### src/rtl/game_pkg.sv
// Shared types and defaults for the token animation sequencer.
package game_pkg;

    localparam int unsigned NUM_TILES_C = 16;
    localparam int unsigned TILE_W_C    = 4;

    typedef enum logic [2:0] {
        IDLE   = 3'd0,
        STEP   = 3'd1,
        SETTLE = 3'd2,
        DONE   = 3'd3,
        FINISH = 3'd4
    } seq_state_t;

    typedef enum logic {
        P1 = 1'b0,
        P2 = 1'b1
    } player_t;

endpackage

### src/rtl/token_move_sequencer_if.sv
// Handshake between game_logic (master) and the token move sequencer (slave).
interface token_move_sequencer_if #(
    parameter int unsigned TILE_W = game_pkg::TILE_W_C
);

    logic              game_active;
    logic              pos_valid;
    logic              turn;
    logic [TILE_W-1:0] p1_target;
    logic [TILE_W-1:0] p2_target;
    logic              winner_valid;

    logic [TILE_W-1:0] p1_disp;
    logic [TILE_W-1:0] p2_disp;
    logic              mover_id;
    logic              busy;
    logic              step_pulse;
    logic              turn_done;
    logic              overrun;

    modport master (
        output game_active, pos_valid, turn, p1_target, p2_target, winner_valid,
        input  p1_disp, p2_disp, mover_id, busy, step_pulse, turn_done, overrun
    );

    modport slave (
        input  game_active, pos_valid, turn, p1_target, p2_target, winner_valid,
        output p1_disp, p2_disp, mover_id, busy, step_pulse, turn_done, overrun
    );

endinterface

### src/rtl/tick_counter.sv
// Terminal-count counter; tc_c flags the cycle whose edge wraps the count to zero.
module tick_counter #(
    parameter int unsigned CNT_W = 8
) (
    input  logic             clk,
    input  logic             reset_n,
    input  logic             clear,
    input  logic             enable,
    input  logic [CNT_W-1:0] term,
    output logic             tc_c
);

    logic [CNT_W-1:0] count;

    assign tc_c = enable && !clear && (count == term);

    // Count while enabled, wrap on terminal value, hold at zero while cleared.
    always_ff @(posedge clk or negedge reset_n) begin
        if (!reset_n) begin
            count <= '0;
        end else if (clear) begin
            count <= '0;
        end else if (enable) begin
            count <= tc_c ? '0 : count + CNT_W'(1);
        end
    end

endmodule

### src/rtl/token_move_sequencer.sv
// Walks the moving player's displayed tile toward its target one step at a time,
// waits a settle delay, then pulses turn_done back to game_logic.
module token_move_sequencer
    import game_pkg::*;
#(
    parameter int unsigned NUM_TILES    = NUM_TILES_C,
    parameter int unsigned TILE_W       = TILE_W_C,
    parameter int unsigned STEP_TICKS   = 25_000_000,
    parameter int unsigned SETTLE_TICKS = 50_000_000
) (
    input  logic                  clk,
    input  logic                  reset_n,
    token_move_sequencer_if.slave bus
);

    localparam int unsigned MAX_TICKS = (STEP_TICKS > SETTLE_TICKS) ? STEP_TICKS : SETTLE_TICKS;
    localparam int unsigned CNT_W     = ($clog2(MAX_TICKS) < 1) ? 1 : $clog2(MAX_TICKS);
    localparam logic [CNT_W-1:0] STEP_TERM   = CNT_W'(STEP_TICKS - 1);
    localparam logic [CNT_W-1:0] SETTLE_TERM = CNT_W'(SETTLE_TICKS - 1);

    seq_state_t        state, state_n;
    player_t           mover, mover_n;
    logic [TILE_W-1:0] p1_disp, p1_disp_n;
    logic [TILE_W-1:0] p2_disp, p2_disp_n;
    logic [TILE_W-1:0] tgt, tgt_n;
    logic [TILE_W-1:0] idle_tgt, idle_tgt_n;
    logic              busy, busy_n;
    logic              step_pulse, step_pulse_n;
    logic              turn_done, turn_done_n;
    logic              overrun, overrun_n;

    logic              cnt_en_c;
    logic              cnt_clr_c;
    logic [CNT_W-1:0]  cnt_term_c;
    logic              tc_c;
    logic [TILE_W-1:0] mover_disp_c;
    logic [TILE_W-1:0] mover_disp_next_c;

    // Out-of-range targets land on the last tile.
    function automatic logic [TILE_W-1:0] clamp_tile(input logic [TILE_W-1:0] t);
        if (32'(t) >= NUM_TILES) begin
            return TILE_W'(NUM_TILES - 1);
        end
        return t;
    endfunction

    // One shared counter times both the step interval and the settle hold.
    always_comb begin
        cnt_en_c   = bus.game_active && ((state == STEP) || (state == SETTLE));
        cnt_clr_c  = !cnt_en_c;
        cnt_term_c = (state == STEP) ? STEP_TERM : SETTLE_TERM;
    end

    tick_counter #(
        .CNT_W (CNT_W)
    ) u_tick_counter (
        .clk     (clk),
        .reset_n (reset_n),
        .clear   (cnt_clr_c),
        .enable  (cnt_en_c),
        .term    (cnt_term_c),
        .tc_c    (tc_c)
    );

    // Mover's current tile and the tile one step closer to its target.
    always_comb begin
        mover_disp_c      = (mover == P2) ? p2_disp : p1_disp;
        mover_disp_next_c = (tgt > mover_disp_c) ? mover_disp_c + TILE_W'(1)
                                                 : mover_disp_c - TILE_W'(1);
    end

    // State and output register.
    always_ff @(posedge clk or negedge reset_n) begin
        if (!reset_n) begin
            state      <= IDLE;
            mover      <= P1;
            p1_disp    <= '0;
            p2_disp    <= '0;
            tgt        <= '0;
            idle_tgt   <= '0;
            busy       <= 1'b0;
            step_pulse <= 1'b0;
            turn_done  <= 1'b0;
            overrun    <= 1'b0;
        end else begin
            state      <= state_n;
            mover      <= mover_n;
            p1_disp    <= p1_disp_n;
            p2_disp    <= p2_disp_n;
            tgt        <= tgt_n;
            idle_tgt   <= idle_tgt_n;
            busy       <= busy_n;
            step_pulse <= step_pulse_n;
            turn_done  <= turn_done_n;
            overrun    <= overrun_n;
        end
    end

    // Next-state and next-output logic; leaving the game overrides everything.
    always_comb begin
        state_n      = state;
        mover_n      = mover;
        p1_disp_n    = p1_disp;
        p2_disp_n    = p2_disp;
        tgt_n        = tgt;
        idle_tgt_n   = idle_tgt;
        step_pulse_n = 1'b0;
        turn_done_n  = 1'b0;
        overrun_n    = overrun;

        if (!bus.game_active) begin
            state_n   = IDLE;
            p1_disp_n = '0;
            p2_disp_n = '0;
            overrun_n = 1'b0;
        end else begin
            unique case (state)
                IDLE: begin
                    if (bus.pos_valid) begin
                        mover_n = player_t'(bus.turn);
                        if (bus.turn) begin
                            tgt_n      = clamp_tile(bus.p2_target);
                            idle_tgt_n = clamp_tile(bus.p1_target);
                            state_n    = (tgt_n != p2_disp) ? STEP : SETTLE;
                        end else begin
                            tgt_n      = clamp_tile(bus.p1_target);
                            idle_tgt_n = clamp_tile(bus.p2_target);
                            state_n    = (tgt_n != p1_disp) ? STEP : SETTLE;
                        end
                    end
                end
                STEP: begin
                    if (bus.pos_valid) begin
                        overrun_n = 1'b1;
                    end
                    if (tc_c) begin
                        step_pulse_n = 1'b1;
                        if (mover == P2) begin
                            p2_disp_n = mover_disp_next_c;
                        end else begin
                            p1_disp_n = mover_disp_next_c;
                        end
                        if (mover_disp_next_c == tgt) begin
                            state_n = SETTLE;
                        end
                    end
                end
                SETTLE: begin
                    if (bus.pos_valid) begin
                        overrun_n = 1'b1;
                    end
                    if (tc_c) begin
                        state_n     = DONE;
                        turn_done_n = 1'b1;
                        // The idle player may have been displaced by an event.
                        if (mover == P2) begin
                            p1_disp_n = idle_tgt;
                        end else begin
                            p2_disp_n = idle_tgt;
                        end
                    end
                end
                DONE: begin
                    if (bus.pos_valid) begin
                        overrun_n = 1'b1;
                    end
                    state_n = bus.winner_valid ? FINISH : IDLE;
                end
                FINISH: begin
                    state_n = FINISH;
                end
                default: begin
                    state_n = IDLE;
                end
            endcase
        end

        busy_n = (state_n == STEP) || (state_n == SETTLE) || (state_n == DONE);
    end

    assign bus.p1_disp    = p1_disp;
    assign bus.p2_disp    = p2_disp;
    assign bus.mover_id   = mover;
    assign bus.busy       = busy;
    assign bus.step_pulse = step_pulse;
    assign bus.turn_done  = turn_done;
    assign bus.overrun    = overrun;

endmodule

### src/flat_wrapper.sv
// flat-port wrapper written by rule: the top's interface ports become plain ports
module token_move_sequencer_flat import game_pkg::*;
#(
    parameter int unsigned NUM_TILES    = NUM_TILES_C,
    parameter int unsigned TILE_W       = TILE_W_C,
    parameter int unsigned STEP_TICKS   = 25_000_000,
    parameter int unsigned SETTLE_TICKS = 50_000_000
)
  (clk, reset_n, bus_game_active, bus_pos_valid, bus_turn, bus_p1_target, bus_p2_target, bus_winner_valid, bus_p1_disp, bus_p2_disp, bus_mover_id, bus_busy, bus_step_pulse, bus_turn_done, bus_overrun);
  token_move_sequencer_if #(.TILE_W(TILE_W)) bus_i ();
  input  logic clk;
  input  logic reset_n;
  input wire logic [$bits(bus_i.game_active)-1:0] bus_game_active;
  input wire logic [$bits(bus_i.pos_valid)-1:0] bus_pos_valid;
  input wire logic [$bits(bus_i.turn)-1:0] bus_turn;
  input wire logic [$bits(bus_i.p1_target)-1:0] bus_p1_target;
  input wire logic [$bits(bus_i.p2_target)-1:0] bus_p2_target;
  input wire logic [$bits(bus_i.winner_valid)-1:0] bus_winner_valid;
  output wire logic [$bits(bus_i.p1_disp)-1:0] bus_p1_disp;
  output wire logic [$bits(bus_i.p2_disp)-1:0] bus_p2_disp;
  output wire logic [$bits(bus_i.mover_id)-1:0] bus_mover_id;
  output wire logic [$bits(bus_i.busy)-1:0] bus_busy;
  output wire logic [$bits(bus_i.step_pulse)-1:0] bus_step_pulse;
  output wire logic [$bits(bus_i.turn_done)-1:0] bus_turn_done;
  output wire logic [$bits(bus_i.overrun)-1:0] bus_overrun;
  assign bus_i.game_active = bus_game_active;
  assign bus_i.pos_valid = bus_pos_valid;
  assign bus_i.turn = bus_turn;
  assign bus_i.p1_target = bus_p1_target;
  assign bus_i.p2_target = bus_p2_target;
  assign bus_i.winner_valid = bus_winner_valid;
  assign bus_p1_disp = bus_i.p1_disp;
  assign bus_p2_disp = bus_i.p2_disp;
  assign bus_mover_id = bus_i.mover_id;
  assign bus_busy = bus_i.busy;
  assign bus_step_pulse = bus_i.step_pulse;
  assign bus_turn_done = bus_i.turn_done;
  assign bus_overrun = bus_i.overrun;
  token_move_sequencer #(.NUM_TILES(NUM_TILES), .TILE_W(TILE_W), .STEP_TICKS(STEP_TICKS), .SETTLE_TICKS(SETTLE_TICKS)) u_core (.clk(clk), .reset_n(reset_n), .bus(bus_i));
endmodule
### config.mk
export PLATFORM = sky130hd
export DESIGN_NAME = token_move_sequencer_flat
export DESIGN_NICKNAME = d
export VERILOG_FILES = /design/src/rtl/game_pkg.sv /design/src/rtl/token_move_sequencer_if.sv /design/src/rtl/tick_counter.sv /design/src/rtl/token_move_sequencer.sv /design/src/flat_wrapper.sv
export SDC_FILE = /design/constraint.sdc
export NUM_CORES = 1
export LEC_CHECK = 0
export ABC_AREA = 0
export BUFFER_PORTS_ARGS = -buffer_cell sky130_fd_sc_hd__buf_2
export CAP_MARGIN = 10
export CORE_ASPECT_RATIO = 1.4
export CORE_UTILIZATION = 54
export CTS_BUF_LIST = sky130_fd_sc_hd__clkbuf_8 sky130_fd_sc_hd__clkbuf_16
export CTS_CLUSTER_SIZE = 30
export DETAILED_ROUTE_END_ITERATION = 6
export PLACE_DENSITY = 0.77
export SETUP_SLACK_MARGIN = 0.5
export SKIP_CTS_REPAIR_TIMING = 1
export SKIP_LAST_GASP = 1
export SLEW_MARGIN = 20
export SYNTH_ARGS = -nofsm -noshare
export SYNTH_HDL_FRONTEND = slang
export SYNTH_HIERARCHICAL = 1
export SYNTH_SLANG_ARGS = --single-unit
### constraint.sdc
create_clock -name clk -period 3.02 [get_ports clk]
set_clock_uncertainty 0.1 [all_clocks]
set_input_delay 0.302 -clock clk [delete_from_list [all_inputs] [get_ports clk]]
set_output_delay 0.302 -clock clk [all_outputs]
set_load 0.05 [all_outputs]
==> run metrics, run 1 <==
status finished, violations left; failing checks setup timing; max frequency 315.3 MHz; fin cells 491; initial antenna violation count 0; worst slew pin tran 561.5 ps; CTS H-tree depth 2; clk root buf clkbuf_8; share of layout cells above drive strength 1 0.2779; drt total wl 8.124 mm; min setup slack post-route -151.6 ps; gpl congestion 0.8484; PwrDens 771.0 nW/um^2; Max-cap violations 0; Filler cells 445; most frequent cells in the layout dfrtp_1, nand2_1, xor2_1; slew margin rel. 0.6248; Post-synth EDFFs 0; drt via density 5.629; drt first-iter violations 170; largest cells by area after synthesis dfrtp_1, xor2_1, nand2_1; total power 3.108 mW; fin crit share 1.050; Die W 68.14 um; DR vias 2,764; Worst Hold Class input pin to flip-flop; Pre-Repair DR Iteration Count 4; WHS Endpoint u_core/idle_tgt[0]; commonest non-fill, non-tap cell in the layout dfrtp_1; TritonCTS Buffers 5; total track usage 0.2513; Clock Tree Buf Depth 2; Final Hold Vio Count 0; Worst VDD drop 0.0004097 V; reg2reg start u_core/bus.mover_id; # DRC 0; initial core utilization 0.5640; final net count 442; hold path startpoint bus_p1_target[0]; synthesized flop and latch total 50; post-DP HPWL 5.629 mm; cell area after placement 3699 um^2; gr ovfl total 0; Pins Over Slew Limit 0; leading register cell type out of synthesis dfrtp_1; post-layout util 0.6876; per-cell routed wire length 16.55 um; Final Cell Area 4031 um^2; Die Ht 94.59 um; post-route ant nets 0; global-route wire length before repair 11.90 mm; cell taking the most area after synthesis dfrtp_1; # diodes 0; Synth top area share 0.3784; Critical Path Start Type flip-flop; Yosys warnings 6; worst hold path depth 3; Seq/Total Area, Yosys 0.3784; vias in the first global route 2,565; Synth Instances 357; I/O Buffers 26; RSZ-0062 raised after global routing true; WP data required 3130 ps; Reg2Reg Capture Point u_core/bus.p1_disp[3]; final setup vio count 4; core area 5863 um^2; largest net degree at the start of global routing 29; Worst-path clk slew 100 ps; placed insts 469; Period minus WS final 3172 ps; crit end category flip-flop; critical path type flip-flop to flip-flop; Post-Syn Area 3307 um^2; Arrival @ worst endpoint 3280 ps; Layout area overhead 21.91%; worst-skew pair later-pin latency 310 ps; die footprint 6445 um^2; Cell variety after synth 53; CTS tree yes; fraction of registers with async set/reset 1.000; synthesized area per cell 9.263 um^2; flop2flop setup slack -150 ps; Site Rows 33; R2R cell count 12; Ports 27; # clock sinks 50; crit-path max FO 8; Pleak 1.894 nW
## final cells by class
| type | count | area, um^2 | share of cell area |
|---|---|---|---|
| clock buffers | 6 | 82.58 | 0.02048 |
| flip-flops and latches | 50 | 1252 | 0.3107 |
| clock inverters | 2 | 12.51 | 0.003104 |
| repair buffers | 58 | 376.6 | 0.09342 |
| multi-input cells | 291 | 2165 | 0.5369 |
| well taps | 70 | 87.58 | 0.02173 |
| inverters | 14 | 55.05 | 0.01366 |
## per-layer routing
layer  wire length [um]  share of wire  GRT usage  up-vias
li1                   -              -          -     1358
met1               3176           0.39     0.2694     1323
met2               4482           0.55     0.4665       64
met3                223          0.027    0.03019       19
met4                242          0.030     0.1198        0
met5                  0              0          0        -
## logic make-up (layout without fill, tap and decap cells)
group,after synthesis,after routing,synth area share
simple gates,133,133,0.2092
fa+ha+maj,8,8,0.03254
mux,24,24,0.07983
buf+inv,31,80,0.04616
compound gates,63,63,0.1215
other cells,2,17,0.002271
xor+xnor,46,46,0.1302
flops,50,50,0.3784
## sequential cells by signal (all words and copies together), names as in the netlist
name and cells:
u_core/bus.turn_done 1, u_core/u_tick_counter/count 26, u_core/bus.mover_id 1, u_core/bus.step_pulse 1, u_core/bus.p1_disp 4, u_core/bus.busy 1, u_core/state 3, u_core/bus.p2_disp 4
u_core/tgt 4, u_core/idle_tgt 4, u_core/bus.overrun 1
## where the power goes
part	leakage (nW)	internal [mW]	switching [mW]
clock network	0.0472	0.185	0.235
logic	1.18	0.952	0.883
registers	0.670	0.751	0.103
## synthesized netlist by cell type (all sizes together) (10+ instances only)
| cell type | number |
|---|---|
| o21ai | 29 |
| clkbuf | 10 |
| mux2 | 10 |
| nor2 | 14 |
| nand2 | 41 |
| a21oi | 12 |
| dfrtp | 50 |
| nand3 | 24 |
| mux2i | 14 |
| xnor2 | 10 |
| xor2 | 34 |
| inv | 14 |
## how the worst max path moves through the flow
stage               depth (start not counted)                start               endpoint  slack (ps)
detailed placement                         12  u_core/bus.mover_id  u_core/bus.p1_disp[3]          -5
global placement                           11  u_core/bus.mover_id        u_core/state[1]          50
global route                               12  u_core/bus.mover_id  u_core/bus.p1_disp[3]        -260
finish                                     12  u_core/bus.mover_id  u_core/bus.p1_disp[3]        -150
floorplan                                  13  u_core/bus.mover_id  u_core/bus.p2_disp[3]         -90
CTS                                        13  u_core/bus.mover_id        u_core/state[1]         -30
## critical path, stage by stage (launching register included)
cell and delay [ps]:
dfrtp_2 540, mux2_4 370, ha_4 180, nor2b_4 120, o21ai_2 70, a21oi_2 210, inv_1 130, ha_1 280
a21o_1 170, a21oi_2 180, xnor3_1 240, o211a_1 230, mux2_4 250
## metrics by stage
| stage | setup slack (ps) | hold WS, ps | setup TNS [ps] |
|---|---|---|---|
| floorplan | -90.61 | -93.59 | -181.2 |
| global placement | 47.13 | 211.4 | 0 |
| detailed placement | -5.197 | 219.3 | -6.507 |
| CTS | -33.53 | -121.6 | -74.57 |
| global route | -255.0 | 233.9 | -826.9 |
| finish | -151.6 | 221.5 | -416.7 |
Note: power is estimated with default switching activity, not from simulation.
==> run 2, diff against run 1 <==
- PLACE_DENSITY: 0.77 -> 0.84
- SETUP_SLACK_MARGIN: 0.5 -> 0.4
==> run metrics, run 2 (synthesized netlist as in run 1, its figures left out) <==
slew margin rel. 0.5876 (was 0.6248); failing checks setup timing (unchanged); fin crit share 1.048 (was 1.050); # diodes 0 (unchanged); Pre-Repair DR Iteration Count 4 (unchanged); crit-path max FO 5 (was 8); gpl congestion 0.8409 (was 0.8484); PwrDens 713.9 nW/um^2 (was 771.0 nW/um^2); initial antenna violation count 0 (unchanged); Reg2Reg Capture Point u_core/bus.p1_disp[3] (unchanged); drt via density 5.916 (was 5.629); drt total wl 8.936 mm (was 8.124 mm); Pins Over Slew Limit 0 (unchanged); R2R cell count 12 (unchanged); Die W 68.14 um (unchanged); drt first-iter violations 190 (was 170); Die Ht 94.59 um (unchanged); Critical Path Start Type flip-flop (unchanged); post-layout util 0.7215 (was 0.6876); flip-flop and latch area 1252 um^2 (unchanged); max reg flops 26 (unchanged); DR vias 2,964 (was 2,764); crit end category flip-flop (unchanged); share of layout cells above drive strength 1 0.3202 (was 0.2779); Site Rows 33 (unchanged); final net count 452 (was 442); TritonCTS Buffers 5 (unchanged); worst slew pin tran 618.6 ps (was 561.5 ps); Arrival @ worst endpoint 3280 ps (about the same); vias in the first global route 2,623 (was 2,565); Clock Tree Buf Depth 2 (unchanged); # DRC 0 (unchanged); min setup slack post-route -145.8 ps (was -151.6 ps); WHS 223.6 ps (was 221.5 ps); flop2flop setup slack -150 ps (about the same); Final Hold Vio Count 0 (unchanged); critical path type flip-flop to flip-flop (unchanged); reg2reg start u_core/bus.mover_id (unchanged); Layout area overhead 27.92% (was 21.91%); final setup vio count 4 (unchanged); global-route wire length before repair 11.85 mm (was 11.90 mm); post-DP HPWL 5.643 mm (was 5.629 mm); Top reg by flops u_core/u_tick_counter/count (unchanged); end point of the critical path u_core/bus.p1_disp[3] (unchanged); CTS tree yes (unchanged); most frequent cells in the layout dfrtp_1, nand2_1, xor2_1 (unchanged); total power 3.020 mW (was 3.108 mW); core area 5863 um^2 (unchanged); Worst Hold Class input pin to flip-flop (unchanged); CTS H-tree depth 2 (unchanged); Max-cap violations 0 (unchanged); WP data required 3130 ps (about the same); clk root buf clkbuf_8 (unchanged); crit path from u_core/bus.mover_id (unchanged); gr ovfl total 0 (unchanged); worst-skew pair later-pin latency 310 ps (about the same); die footprint 6445 um^2 (unchanged); post-route ant nets 0 (unchanged); area of the multi-input gates 2235 um^2 (was 2165 um^2); status finished, violations left (unchanged); initial core utilization 0.5640 (unchanged); Period minus WS final 3166 ps (was 3172 ps); Worst VDD drop 0.0002978 V (was 0.0004097 V); max frequency 315.9 MHz (was 315.3 MHz); # clock sinks 50 (unchanged); commonest non-fill, non-tap cell in the layout dfrtp_1 (unchanged); largest net degree at the start of global routing 28 (was 29); Worst-path clk slew 110 ps (was 100 ps); RSZ-0062 raised after global routing true (unchanged); per-cell routed wire length 17.84 um (was 16.55 um); Ports 27 (unchanged); I/O Buffers 26 (unchanged); total track usage 0.2454 (was 0.2513); Pleak 1.962 nW (was 1.894 nW); Filler cells 395 (was 445)
-- run 2: worst max-delay path, cell delays in order, from the launching register on --
cell	delay, ps
dfrtp_2	510
mux2_4	360
ha_4	230
nand4_1	140
o21ai_1	120
a21oi_2	220
inv_2	70
ha_1	280
a21o_1	170
a21oi_2	160
xnor3_1	220
o211a_1	230
mux2_4	250
-- run 2: layer usage --
layer / vias up / share of wire / track usage
li1: 1381 / - / -
met1: 1455 / 0.37 / 0.2633
met2: 97 / 0.55 / 0.4551
met3: 31 / 0.038 / 0.03019
met4: 0 / 0.043 / 0.1163
met5: - / 0 / 0
-- run 2: area by class of cell --
class | count | area share
multi-input cells | 291 | 0.5282
flip-flops and latches | 50 | 0.2961
repair buffers | 68 | 0.1142
well taps | 70 | 0.02070
clock buffers | 5 | 0.01627
inverters | 14 | 0.01420
clock inverters | 3 | 0.01035
-- run 2: worst min path at each step --
stage,end,start,slack (ps),cells after the start
2_1_floorplan,u_core/bus.busy,reset_n,-90,0
3_3_place_gp,u_core/u_tick_counter/count[18],reset_n,250,1
3_5_place_dp,u_core/u_tick_counter/count[18],reset_n,250,1
4_1_cts,u_core/u_tick_counter/count[25],reset_n,-80,1
5_1_grt,u_core/bus.overrun,bus_game_active,250,2
6_report,u_core/bus.overrun,bus_game_active,220,2
-- run 2: stage by stage --
step	area, um^2	cells	setup TNS, ps	worst slack, ps
floorplan	3432	372	-181.2	-90.61
global placement	3665	467	0	83.35
detailed placement	3665	467	-38.66	-20.85
CTS	3777	475	-55.52	-25.47
global route	4230	501	-1175	-336.4
finish	4230	501	-504.1	-145.8
-- run 2: report_power, final --
part	internal, mW	switching (mW)	total (mW)
clock network	0.249	0.245	0.494
registers	0.751	0.116	0.867
logic	0.824	0.836	1.66
total	1.82	1.20	3.02
==> run 3, diff against run 2 <==
- CELL_PAD_IN_SITES_DETAIL_PLACEMENT: unset -> 0
- CELL_PAD_IN_SITES_GLOBAL_PLACEMENT: unset -> 1
- CORE_UTILIZATION: 54 -> 42
==> run metrics, run 3 (synthesized netlist as in run 1, its figures left out) <==
Worst-path clk slew 100 ps (was 110 ps); Buf/Inv on CP 1 (unchanged); max frequency 320.6 MHz (was 315.9 MHz); fin cells 514 (was 501); final net count 438 (was 452); max reg flops 26 (unchanged); Clk pwr share 0.161 (was 0.163); DR vias 2,722 (was 2,964); max incr delay on CP 540 ps (was 510 ps); WHS -16.08 ps (was 223.6 ps); Final Cell Area 3979 um^2 (was 4230 um^2); CTS H-tree depth 2 (unchanged); total power 2.962 mW (was 3.020 mW); post-DP HPWL 5.696 mm (was 5.643 mm); gr busiest metal met2 (unchanged); crit path max-delay cell type dfrtp_2 (unchanged); gr ovfl total 0 (unchanged); placed insts 500 (was 467); Pins Over Slew Limit 0 (unchanged); Arrival @ worst endpoint 3200 ps (was 3280 ps); Max-cap violations 0 (unchanged); cell area after placement 3744 um^2 (was 3665 um^2); vias in the first global route 2,805 (was 2,623); global-route wire length before repair 13.42 mm (was 11.85 mm); Top delay family on crit path compound AO/OA/AOI/OAI gates (unchanged); Ports 27 (unchanged); Top reg by flops u_core/u_tick_counter/count (unchanged); Die W 77.00 um (was 68.14 um); Reg2Reg Capture Point u_core/bus.p1_disp[3] (unchanged); Layout area overhead 20.32% (was 27.92%); # diodes 0 (unchanged); fin crit share 1.033 (was 1.048); P_int 1.818 mW (was 1.824 mW); min setup slack post-route -98.68 ps (was -145.8 ps); WP data required 3100 ps (was 3130 ps); gpl congestion 0.9019 (was 0.8409); Net Sw Power 1.144 mW (was 1.197 mW); Site Rows 37 (was 33); Filler cells 691 (was 395); clk root buf clkbuf_8 (unchanged); Critical Path, Cell by Cell mux2_4 -> ha_4 -> nand4_1 -> o21ai_1 -> a21oi_2 -> inv_2 -> ha_4 -> a21o_1 -> a21oi_2 -> xnor3_1 -> o211a_1 -> mux2_4 (was mux2_4 -> ha_4 -> nand4_1 -> o21ai_1 -> a21oi_2 -> inv_2 -> ha_1 -> a21o_1 -> a21oi_2 -> xnor3_1 -> o211a_1 -> mux2_4); CTS tree yes (unchanged); Clock Tree Buf Depth 2 (unchanged); largest net degree at the start of global routing 37 (was 28); I/O Buffers 26 (unchanged); TritonCTS Buffers 5 (unchanged); drt via density 5.296 (was 5.916); flop2flop setup slack -100 ps (was -150 ps); Pre-Repair DR Iteration Count 4 (unchanged); sequential fraction of design power 0.285 (was 0.287); post-route ant nets 0 (unchanged); worst slew pin tran 834.6 ps (was 618.6 ps); M2 GR Usage 0.3839 (was 0.4551); crit-path max FO 7 (was 5); Worst VDD drop 0.0004464 V (was 0.0002978 V); status finished, violations left (unchanged); core area 7500 um^2 (was 5863 um^2); Pleak 1.843 nW (was 1.962 nW); share of layout cells above drive strength 1 0.2518 (was 0.3202); critical path depth 12 (unchanged); drt total wl 8.089 mm (was 8.936 mm); combinational power share 0.554 (was 0.550); Worst Hold Class input pin to async pin (was input pin to flip-flop); Sw Share 0.3863 (was 0.3962); final setup vio count 4 (unchanged); M3 GR Usage 0.02298 (was 0.03019); # DRC 0 (unchanged); # clock sinks 50 (unchanged); initial core utilization 0.4409 (was 0.5640); Die Ht 107.0 um (was 94.59 um); worst-skew pair later-pin latency 310 ps (about the same); total track usage 0.2069 (was 0.2454); initial antenna violation count 0 (unchanged); PwrDens 744.5 nW/um^2 (was 713.9 nW/um^2); drt first-iter violations 121 (was 190); slew margin rel. 0.4436 (was 0.5876); most frequent cells in the layout dfrtp_1, nand2_1, xor2_1 (unchanged); crit end category flip-flop (unchanged); reg2reg start u_core/bus.mover_id (unchanged); per-cell routed wire length 15.74 um (was 17.84 um); Final Hold Vio Count 10 (was 0); Critical Path Start Type flip-flop (unchanged); Period minus WS final 3119 ps (was 3166 ps); die footprint 8238 um^2 (was 6445 um^2); RSZ-0062 raised after global routing true (unchanged); critical path type flip-flop to flip-flop (unchanged); failing checks hold timing, setup timing (was setup timing); commonest non-fill, non-tap cell in the layout dfrtp_1 (unchanged); R2R cell count 12 (unchanged); GR Layer Usage met1 0.2392 (was 0.2633)
## run 3: worst register-to-register path: cells and delay by family, from the launching register on
family | cells | cell delay [ps]
AND/OR/NAND/NOR | 1 | 80
buffers and inverters | 1 | 100
multiplexers | 2 | 620
flip-flops | 1 | 540
adder cells (fa/ha/maj) | 2 | 460
AO/OA/AOI/OAI | 5 | 880
XOR/XNOR | 1 | 220
## run 3: final cells by class
cell class / instances / area (um^2) / area share
repair buffers: 54 / 340.3 / 0.08553
flip-flops and latches: 50 / 1252 / 0.3148
multi-input cells: 291 / 2100 / 0.5277
clock buffers: 5 / 68.82 / 0.01730
well taps: 97 / 121.4 / 0.03050
clock inverters: 3 / 41.29 / 0.01038
inverters: 14 / 55.05 / 0.01384
## run 3: through the flow
step,hold slack [ps],utilization,setup slack [ps],TNS [ps]
final,-16.08,0.5305,-98.68,-247.6
after global routing,34.98,0.5305,-224.4,-902.5
after CTS,6.034,0.5138,-81.28,-188.9
after detailed placement,342.8,0.4992,-46.59,-96.13
after global placement,342.9,0.4992,47.63,0
after floorplan,-93.59,-,-90.61,-181.2
## run 3: power groups by stage
stage          Clock [mW]  Sequential [mW]  Combinational [mW]
2_1_floorplan           0            0.998               0.873
3_3_place_gp            0            0.853                1.32
3_5_place_dp            0            0.854                1.35
4_1_cts             0.487            0.842                1.36
5_1_grt             0.510            0.857                1.76
6_report            0.476            0.845                1.64
## run 3: metal layers
metal | vias to the layer above | share of wire
li1 | 1348 | -
met1 | 1309 | 0.42
met2 | 48 | 0.53
met3 | 17 | 0.021
met4 | 0 | 0.028
met5 | - | 0
## run 3: worst max path at each step
stage	end	startpoint	slack (ps)
after floorplan	u_core/bus.p2_disp[3]	u_core/bus.mover_id	-90
after global placement	u_core/bus.p2_disp[3]	u_core/bus.mover_id	50
after detailed placement	u_core/bus.p1_disp[3]	u_core/bus.mover_id	-50
after CTS	u_core/bus.p1_disp[3]	u_core/bus.mover_id	-80
after global routing	u_core/bus.p1_disp[3]	u_core/bus.mover_id	-220
final	u_core/bus.p1_disp[3]	u_core/bus.mover_id	-100
